===== src/rtl/vec_seq_pkg.sv =====
// -----------------------------------------------------------------------------
// vec_seq_pkg
// Shared definitions for the vector sequencer / response capture stage:
// FSM state encoding, default vector width, default signature polynomial and
// the feedback taps of the optional LFSR vector source (VEC_LFSR_GEN_EN).
// No ports.
// -----------------------------------------------------------------------------
package vec_seq_pkg;

    typedef enum logic [1:0] {
        ST_IDLE   = 2'd0,
        ST_SETTLE = 2'd1,
        ST_SAMPLE = 2'd2,
        ST_DONE   = 2'd3
    } state_t;

    localparam int          DEF_NIN      = 10;
    localparam logic [15:0] DEF_SIG_POLY = 16'h1021;

    // x^10 + x^7 + 1: feedback from bits 9 and 6, shifted in at bit 0.
    localparam logic [DEF_NIN-1:0] LFSR_TAPS = 10'h240;

endpackage


===== src/rtl/sig_misr.sv =====
// -----------------------------------------------------------------------------
// sig_misr
// Serial signature register. Each enabled cycle shifts left by one and XORs in
// SIG_POLY when the outgoing MSB differs from the serial input bit.
//
// Ports:
//   clk   in   clock
//   rst   in   synchronous active-high reset (clears signature)
//   clr   in   synchronous clear, has priority over en
//   en    in   shift/compact one bit this cycle
//   din   in   serial data bit
//   sig   out  current signature (SIG_W bits)
// -----------------------------------------------------------------------------
module sig_misr
    import vec_seq_pkg::*;
#(
    parameter int               SIG_W    = 16,
    parameter logic [SIG_W-1:0] SIG_POLY = SIG_W'(DEF_SIG_POLY)
) (
    input  logic             clk,
    input  logic             rst,
    input  logic             clr,
    input  logic             en,
    input  logic             din,
    output logic [SIG_W-1:0] sig
);

    logic fb;

    assign fb = sig[SIG_W-1] ^ din;

    always_ff @(posedge clk) begin
        if (rst) begin
            sig <= '0;
        end else if (clr) begin
            sig <= '0;
        end else if (en) begin
            sig <= {sig[SIG_W-2:0], 1'b0} ^ (fb ? SIG_POLY : '0);
        end
    end

endmodule


===== src/rtl/vec_seq_capture.sv =====
// -----------------------------------------------------------------------------
// vec_seq_capture
// Drives a sequence of input vectors onto a combinational cone, waits SETTLE
// cycles per vector, samples the cone output and compacts the responses into a
// serial signature plus a count of ones. Start/done handshake to the test
// controller.
//
// Build option: define VEC_LFSR_GEN_EN to source vectors from a NIN-bit
// Fibonacci LFSR (seed 1) instead of the default binary counter (vec = index).
//
// Ports:
//   clk       in   clock
//   rst       in   synchronous active-high reset
//   start     in   launch a run (only looked at in IDLE)
//   num_vec   in   number of vectors to apply, latched at start
//   vec       out  cone inputs a..j (bit NIN-1 = a)
//   o_in      in   cone output
//   busy      out  high while vectors are being applied
//   done      out  one-cycle pulse at end of run
//   sig       out  response signature, stable from done until next start
//   ones_cnt  out  number of samples that saw o_in = 1
//
// state     | meaning
// ----------+--------------------------------------------------------------
// ST_IDLE   | waiting for start
// ST_SETTLE | current vector applied, settle down-counter running
// ST_SAMPLE | last cycle of the vector; o_in captured at the closing edge
// ST_DONE   | done pulse, back to IDLE next cycle
// -----------------------------------------------------------------------------
module vec_seq_capture
    import vec_seq_pkg::*;
#(
    parameter int               NIN      = DEF_NIN,
    parameter int               SETTLE   = 1,
    parameter int               SIG_W    = 16,
    parameter logic [SIG_W-1:0] SIG_POLY = SIG_W'(DEF_SIG_POLY)
) (
    input  logic             clk,
    input  logic             rst,
    input  logic             start,
    input  logic [NIN:0]     num_vec,
    output logic [NIN-1:0]   vec,
    input  logic             o_in,
    output logic             busy,
    output logic             done,
    output logic [SIG_W-1:0] sig,
    output logic [NIN:0]     ones_cnt
);

    // Down-counter reload: reaching zero in SETTLE means the next cycle is
    // the SAMPLE cycle, giving SETTLE+1 cycles per vector in total.
    localparam logic [3:0] SETTLE_LD   = (SETTLE > 0) ? 4'(SETTLE - 1) : 4'd0;
    localparam state_t     FIRST_PHASE = (SETTLE == 0) ? ST_SAMPLE : ST_SETTLE;

`ifdef VEC_LFSR_GEN_EN
    localparam logic [NIN-1:0] VEC_INIT = NIN'(1);
`else
    localparam logic [NIN-1:0] VEC_INIT = '0;
`endif

    state_t          state;
    state_t          state_nxt;
    logic [3:0]      settle_cnt;
    logic [NIN:0]    index;
    logic [NIN:0]    index_inc;
    logic [NIN:0]    num_lat;
    logic [NIN-1:0]  vec_next;
    logic            run_start;
    logic            sample_en;
    logic            load_settle;
    logic            last_sample;

    assign index_inc   = index + (NIN+1)'(1);
    assign last_sample = (index_inc == num_lat);

`ifdef VEC_LFSR_GEN_EN
    assign vec_next = {vec[NIN-2:0], ^(vec & NIN'(LFSR_TAPS))};
`else
    assign vec_next = index_inc[NIN-1:0];
`endif

    always_comb begin
        state_nxt   = state;
        run_start   = 1'b0;
        sample_en   = 1'b0;
        load_settle = 1'b0;
        case (state)
            ST_IDLE: begin
                if (start) begin
                    run_start = 1'b1;
                    if (num_vec == '0) begin
                        state_nxt = ST_DONE;
                    end else begin
                        state_nxt   = FIRST_PHASE;
                        load_settle = 1'b1;
                    end
                end
            end
            ST_SETTLE: begin
                if (settle_cnt == 4'd0) begin
                    state_nxt = ST_SAMPLE;
                end
            end
            ST_SAMPLE: begin
                sample_en = 1'b1;
                if (last_sample) begin
                    state_nxt = ST_DONE;
                end else begin
                    state_nxt   = FIRST_PHASE;
                    load_settle = 1'b1;
                end
            end
            ST_DONE: begin
                state_nxt = ST_IDLE;
            end
            default: begin
                state_nxt = ST_IDLE;
            end
        endcase
    end

    always_ff @(posedge clk) begin
        if (rst) begin
            state      <= ST_IDLE;
            settle_cnt <= 4'd0;
            index      <= '0;
            num_lat    <= '0;
            vec        <= '0;
            ones_cnt   <= '0;
        end else begin
            state <= state_nxt;

            if (load_settle) begin
                settle_cnt <= SETTLE_LD;
            end else if (state == ST_SETTLE && settle_cnt != 4'd0) begin
                settle_cnt <= settle_cnt - 4'd1;
            end

            if (run_start) begin
                num_lat  <= num_vec;
                index    <= '0;
                ones_cnt <= '0;
                vec      <= VEC_INIT;
            end else if (sample_en) begin
                index <= index_inc;
                if (o_in) begin
                    ones_cnt <= ones_cnt + (NIN+1)'(1);
                end
                // On the final sample vec is left alone so it holds after the run.
                if (!last_sample) begin
                    vec <= vec_next;
                end
            end
        end
    end

    sig_misr #(
        .SIG_W    (SIG_W),
        .SIG_POLY (SIG_POLY)
    ) u_sig_misr (
        .clk (clk),
        .rst (rst),
        .clr (run_start),
        .en  (sample_en),
        .din (o_in),
        .sig (sig)
    );

    assign busy = (state == ST_SETTLE) || (state == ST_SAMPLE);
    assign done = (state == ST_DONE);

endmodule


===== config.mk =====
export PLATFORM = sky130hd
export DESIGN_NAME = vec_seq_capture
export DESIGN_NICKNAME = d
export VERILOG_FILES = /design/src/rtl/vec_seq_pkg.sv /design/src/rtl/sig_misr.sv /design/src/rtl/vec_seq_capture.sv
export SDC_FILE = /design/constraint.sdc
export NUM_CORES = 1
export LEC_CHECK = 0
export BUFFER_PORTS_ARGS = -buffer_cell sky130_fd_sc_hd__buf_4
export CAP_MARGIN = 10
export CORE_UTILIZATION = 45
export CTS_BUF_LIST = sky130_fd_sc_hd__clkbuf_4
export DETAILED_ROUTE_END_ITERATION = 7
export PLACE_DENSITY = 0.63
export SLEW_MARGIN = 30
export SYNTH_ARGS = -nofsm -noshare
export SYNTH_HDL_FRONTEND = slang
export SYNTH_SLANG_ARGS = --single-unit

===== constraint.sdc =====
create_clock -name clk -period 6.3 [get_ports clk]
set_input_delay 0.945 -clock clk [delete_from_list [all_inputs] [get_ports clk]]
set_output_delay 0.945 -clock clk [all_outputs]
set_load 0.1 [all_outputs]

==> flow_metrics.py <==
metrics = {
    "placement": {
        "dp.final_hpwl_mm": 4.68,
        "gp_congestion": 0.929,
        "io_buffers": 53,
    },
    "clock_tree": {
        "htreeDepth": 3,
        "post_cts_buffers": 0,
        "ctsHoldBuffers": 0,
        "insertion_delay_ps": 410,
        "cts.path.max_buffers": 2,
        "cts.sinks": 65,
        "cts_repair_resize_count": 0,
        "cts_tree": "built",
        "cts-root-buf": "clkbuf_4",
        "clk_pin_slew_ps": 100,
        "numCtsBuffers": 9,
    },
    "sta": {
        "max_freq_ghz": 0.379,
        "max-slew-margin-rel": 0.507,
        "worst_pin_slew_ps": 739,
        "setup_viol_count_final": 0,
        "hold_ws_ps": 468,
        "rsz0062_at_grt": "false",
        "fin_skew_ps": 16.2,
        "period_needed_ps": 2640,
        "finalCritPeriodShare": 0.418,
        "setup_tns_ps": 0,
        "slew_viol_final": 0,
        "hold_viol": 0,
    },
    "power_and_ir_drop": {
        "p_int_uw": 647,
        "p_per_area_mw_per_mm2": 279,
        "switching_share": 0.376,
        "clkPwrFrac": 0.254,
        "p_sw_uw": 390,
        "ir_worst_vdd_v": 0.000166,
        "p_leak_nw": 1.52,
        "comb_power_share": 0.307,
        "seqPwrFrac": 0.440,
    },
    "drt": {
        "wl_per_cell_um": 12.9,
        "antenna_left": 0,
        "drt-initial-drc-count": 94,
        "via_per_inst": 5.01,
        "routed_wl_mm": 6.51,
        "drc": 0,
        "vias": 2533,
        "dr.pass1.iters": 4,
    },
    "floorplanning": {
        "coreArea_mm2": 0.00679,
        "die_h_um": 85.8,
        "initial_core_util": 0.465,
        "die_area_mm2": 0.00736,
        "die_width_um": 85.8,
        "ios": 54,
        "std_cell_rows": 30,
    },
    "synth": {
        "synth_enable_flop_cells": 0,
        "yosysSeqAreaShare": 0.412,
        "synth_area_leader_cell": "dfxtp_1",
        "avgSynthCellArea_um2": 8.80,
        "synthFlopType": "dfxtp_1",
        "syn-cell-area_mm2": 0.00316,
        "netlist_instances": 359,
        "ys_ff_latch": 65,
        "synth_cell_types": 44,
        "syn_nets": 381,
        "synthArstFlopShare": 0,
        "synth_top_area_frac": 0.412,
        "netlist_top_cells_area": "dfxtp_1, mux2i_1, nand2_1, xor2_1, nor2_1",
        "yosysWarnings": 0,
    },
    "finish": {
        "n_fill_cell": 650,
        "diodes": 0,
        "final_cell_mix": "dfxtp_1, nand2_1, buf_4, nor2_1, mux2i_1",
        "final_net_count": 427,
        "drive_above_1_share": 0.202,
        "area_growth_pct": 17.7,
        "final_common_cell": "dfxtp_1",
    },
    "critical_path": {
        "critical_path_arrival_ps": 2970,
        "crit_path_end_kind": "flop",
        "crit_family": "compound AO/OA/AOI/OAI gates",
        "worstPathRequired_ps": 6630,
        "critPathKind": "flop to flop",
        "cp_num_cells": 7,
        "cp_num_buf_inv": 0,
        "critPathMaxFanout": 13,
        "r2r_slack_ps": 3660,
        "crit_chain": "ha_1 > nand3_1 > nor3_2 > xnor3_1 > o2111ai_2 > o31ai_4 > mux2i_1",
        "cp-start-kind": "flop",
        "r2r_cells": 7,
        "max_stage_delay_ps": 690,
        "crit_path_top_delay_cell": "o31ai_4",
    },
    "global_routing": {
        "grt_start_max_net_pins": 40,
        "track_usage": 0.190,
        "overflow": 0,
        "grt_antenna_before_repair": 0,
        "first_global_vias": 2232,
        "grt_pass1_wl_mm": 10.9,
    },
    "outcome": {
        "status": "complete, no violations",
    },
    "run": {
        "maxCapViolations": 0,
    },
    "worst_hold_path": {
        "whs_path_depth": 2,
        "min_path_type": "flop to flop",
    },
}
[routing by layer]
metal | track usage | wire length, um | up-vias | part of all wire
met5 | 0 | 0 | - | 0
met4 | 0.0591 | 85 | 0 | 0.013
met3 | 0.0626 | 272 | 8 | 0.042
met2 | 0.281 | 2900 | 54 | 0.45
met1 | 0.262 | 3250 | 1167 | 0.50
li1 | - | - | 1304 | -
[final timing paths]
| check | startpoint | to |
|---|---|---|
| min | vec[5] | vec[5] |
| min reg2reg | vec[5] | vec[5] |
| max reg2reg | index[0] | vec[6] |
| max | index[0] | vec[6] |
[cells in the mapped netlist (2+ instances only)]
cell / n
dfxtp_1: 65
nand2_1: 56
nor2_1: 45
mux2i_1: 25
xor2_1: 20
a21oi_1: 19
xnor2_1: 15
nand3_1: 13
clkbuf_1: 10
and3_1: 8
o21ai_0: 8
ha_1: 7
inv_1: 6
nor4_1: 6
or3_1: 6
nand2b_1: 5
a211oi_1: 3
buf_2: 3
buf_4: 3
nor3_2: 3
o211ai_1: 3
and2_1: 2
buf_1: 2
buf_6: 2
nand4_1: 2
nor3_1: 2
o2111ai_2: 2
xnor3_1: 2
[through the flow]
stage | instances | total power [mW] | instance area [um^2] | setup slack (ps) | utilization
after floorplan | 359 | 0.725 | 3160 | 4100 | -
after global placement | 490 | 0.781 | 3590 | 3520 | 0.528
after detailed placement | 490 | 0.783 | 3590 | 3720 | 0.528
after CTS | 506 | 1.05 | 3720 | 3660 | 0.547
after global routing | 506 | 1.09 | 3720 | 3460 | 0.547
final | 506 | 1.04 | 3720 | 3660 | 0.547
[final cells by class]
| class | instances | area (um^2) | share of cell area |
|---|---|---|---|
| multi-input cells | 267 | 1730 | 0.465 |
| flip-flops and latches | 65 | 1300 | 0.350 |
| repair buffers | 55 | 413 | 0.111 |
| well taps | 96 | 120 | 0.0323 |
| clock buffers | 9 | 67.6 | 0.0182 |
| clock inverters | 7 | 61.3 | 0.0165 |
| inverters | 7 | 26.3 | 0.00707 |
[kinds of logic after synthesis]
group / count (synthesis) / synth area share
compound gates: 43 / 0.0947
simple gates: 155 / 0.234
buf+inv: 27 / 0.0416
xor+xnor: 37 / 0.111
fa+ha+maj: 7 / 0.0277
flops: 65 / 0.412
mux: 25 / 0.0792
[sequential cells by signal, summed over array words and instances, names as in the netlist]
name	flops
u_sig_misr.sig	16
index	11
num_lat	11
ones_cnt	11
vec	10
settle_cnt	4
state	2
[worst min-delay path, cell delays in order, from the launching register on]
cell     delay (ps)
dfxtp_1         320
nand2_1          50
mux2i_1          50
[power groups by stage]
stage               sequential (mW)  combinational, mW  clock [mW]
floorplan                     0.497              0.228           0
detailed placement            0.465              0.318           0
finish                        0.456              0.318       0.263
CTS                           0.456              0.319       0.274
global route                  0.460              0.339       0.292
global placement              0.464              0.316           0
Note: power is estimated with default switching activity, not from simulation.
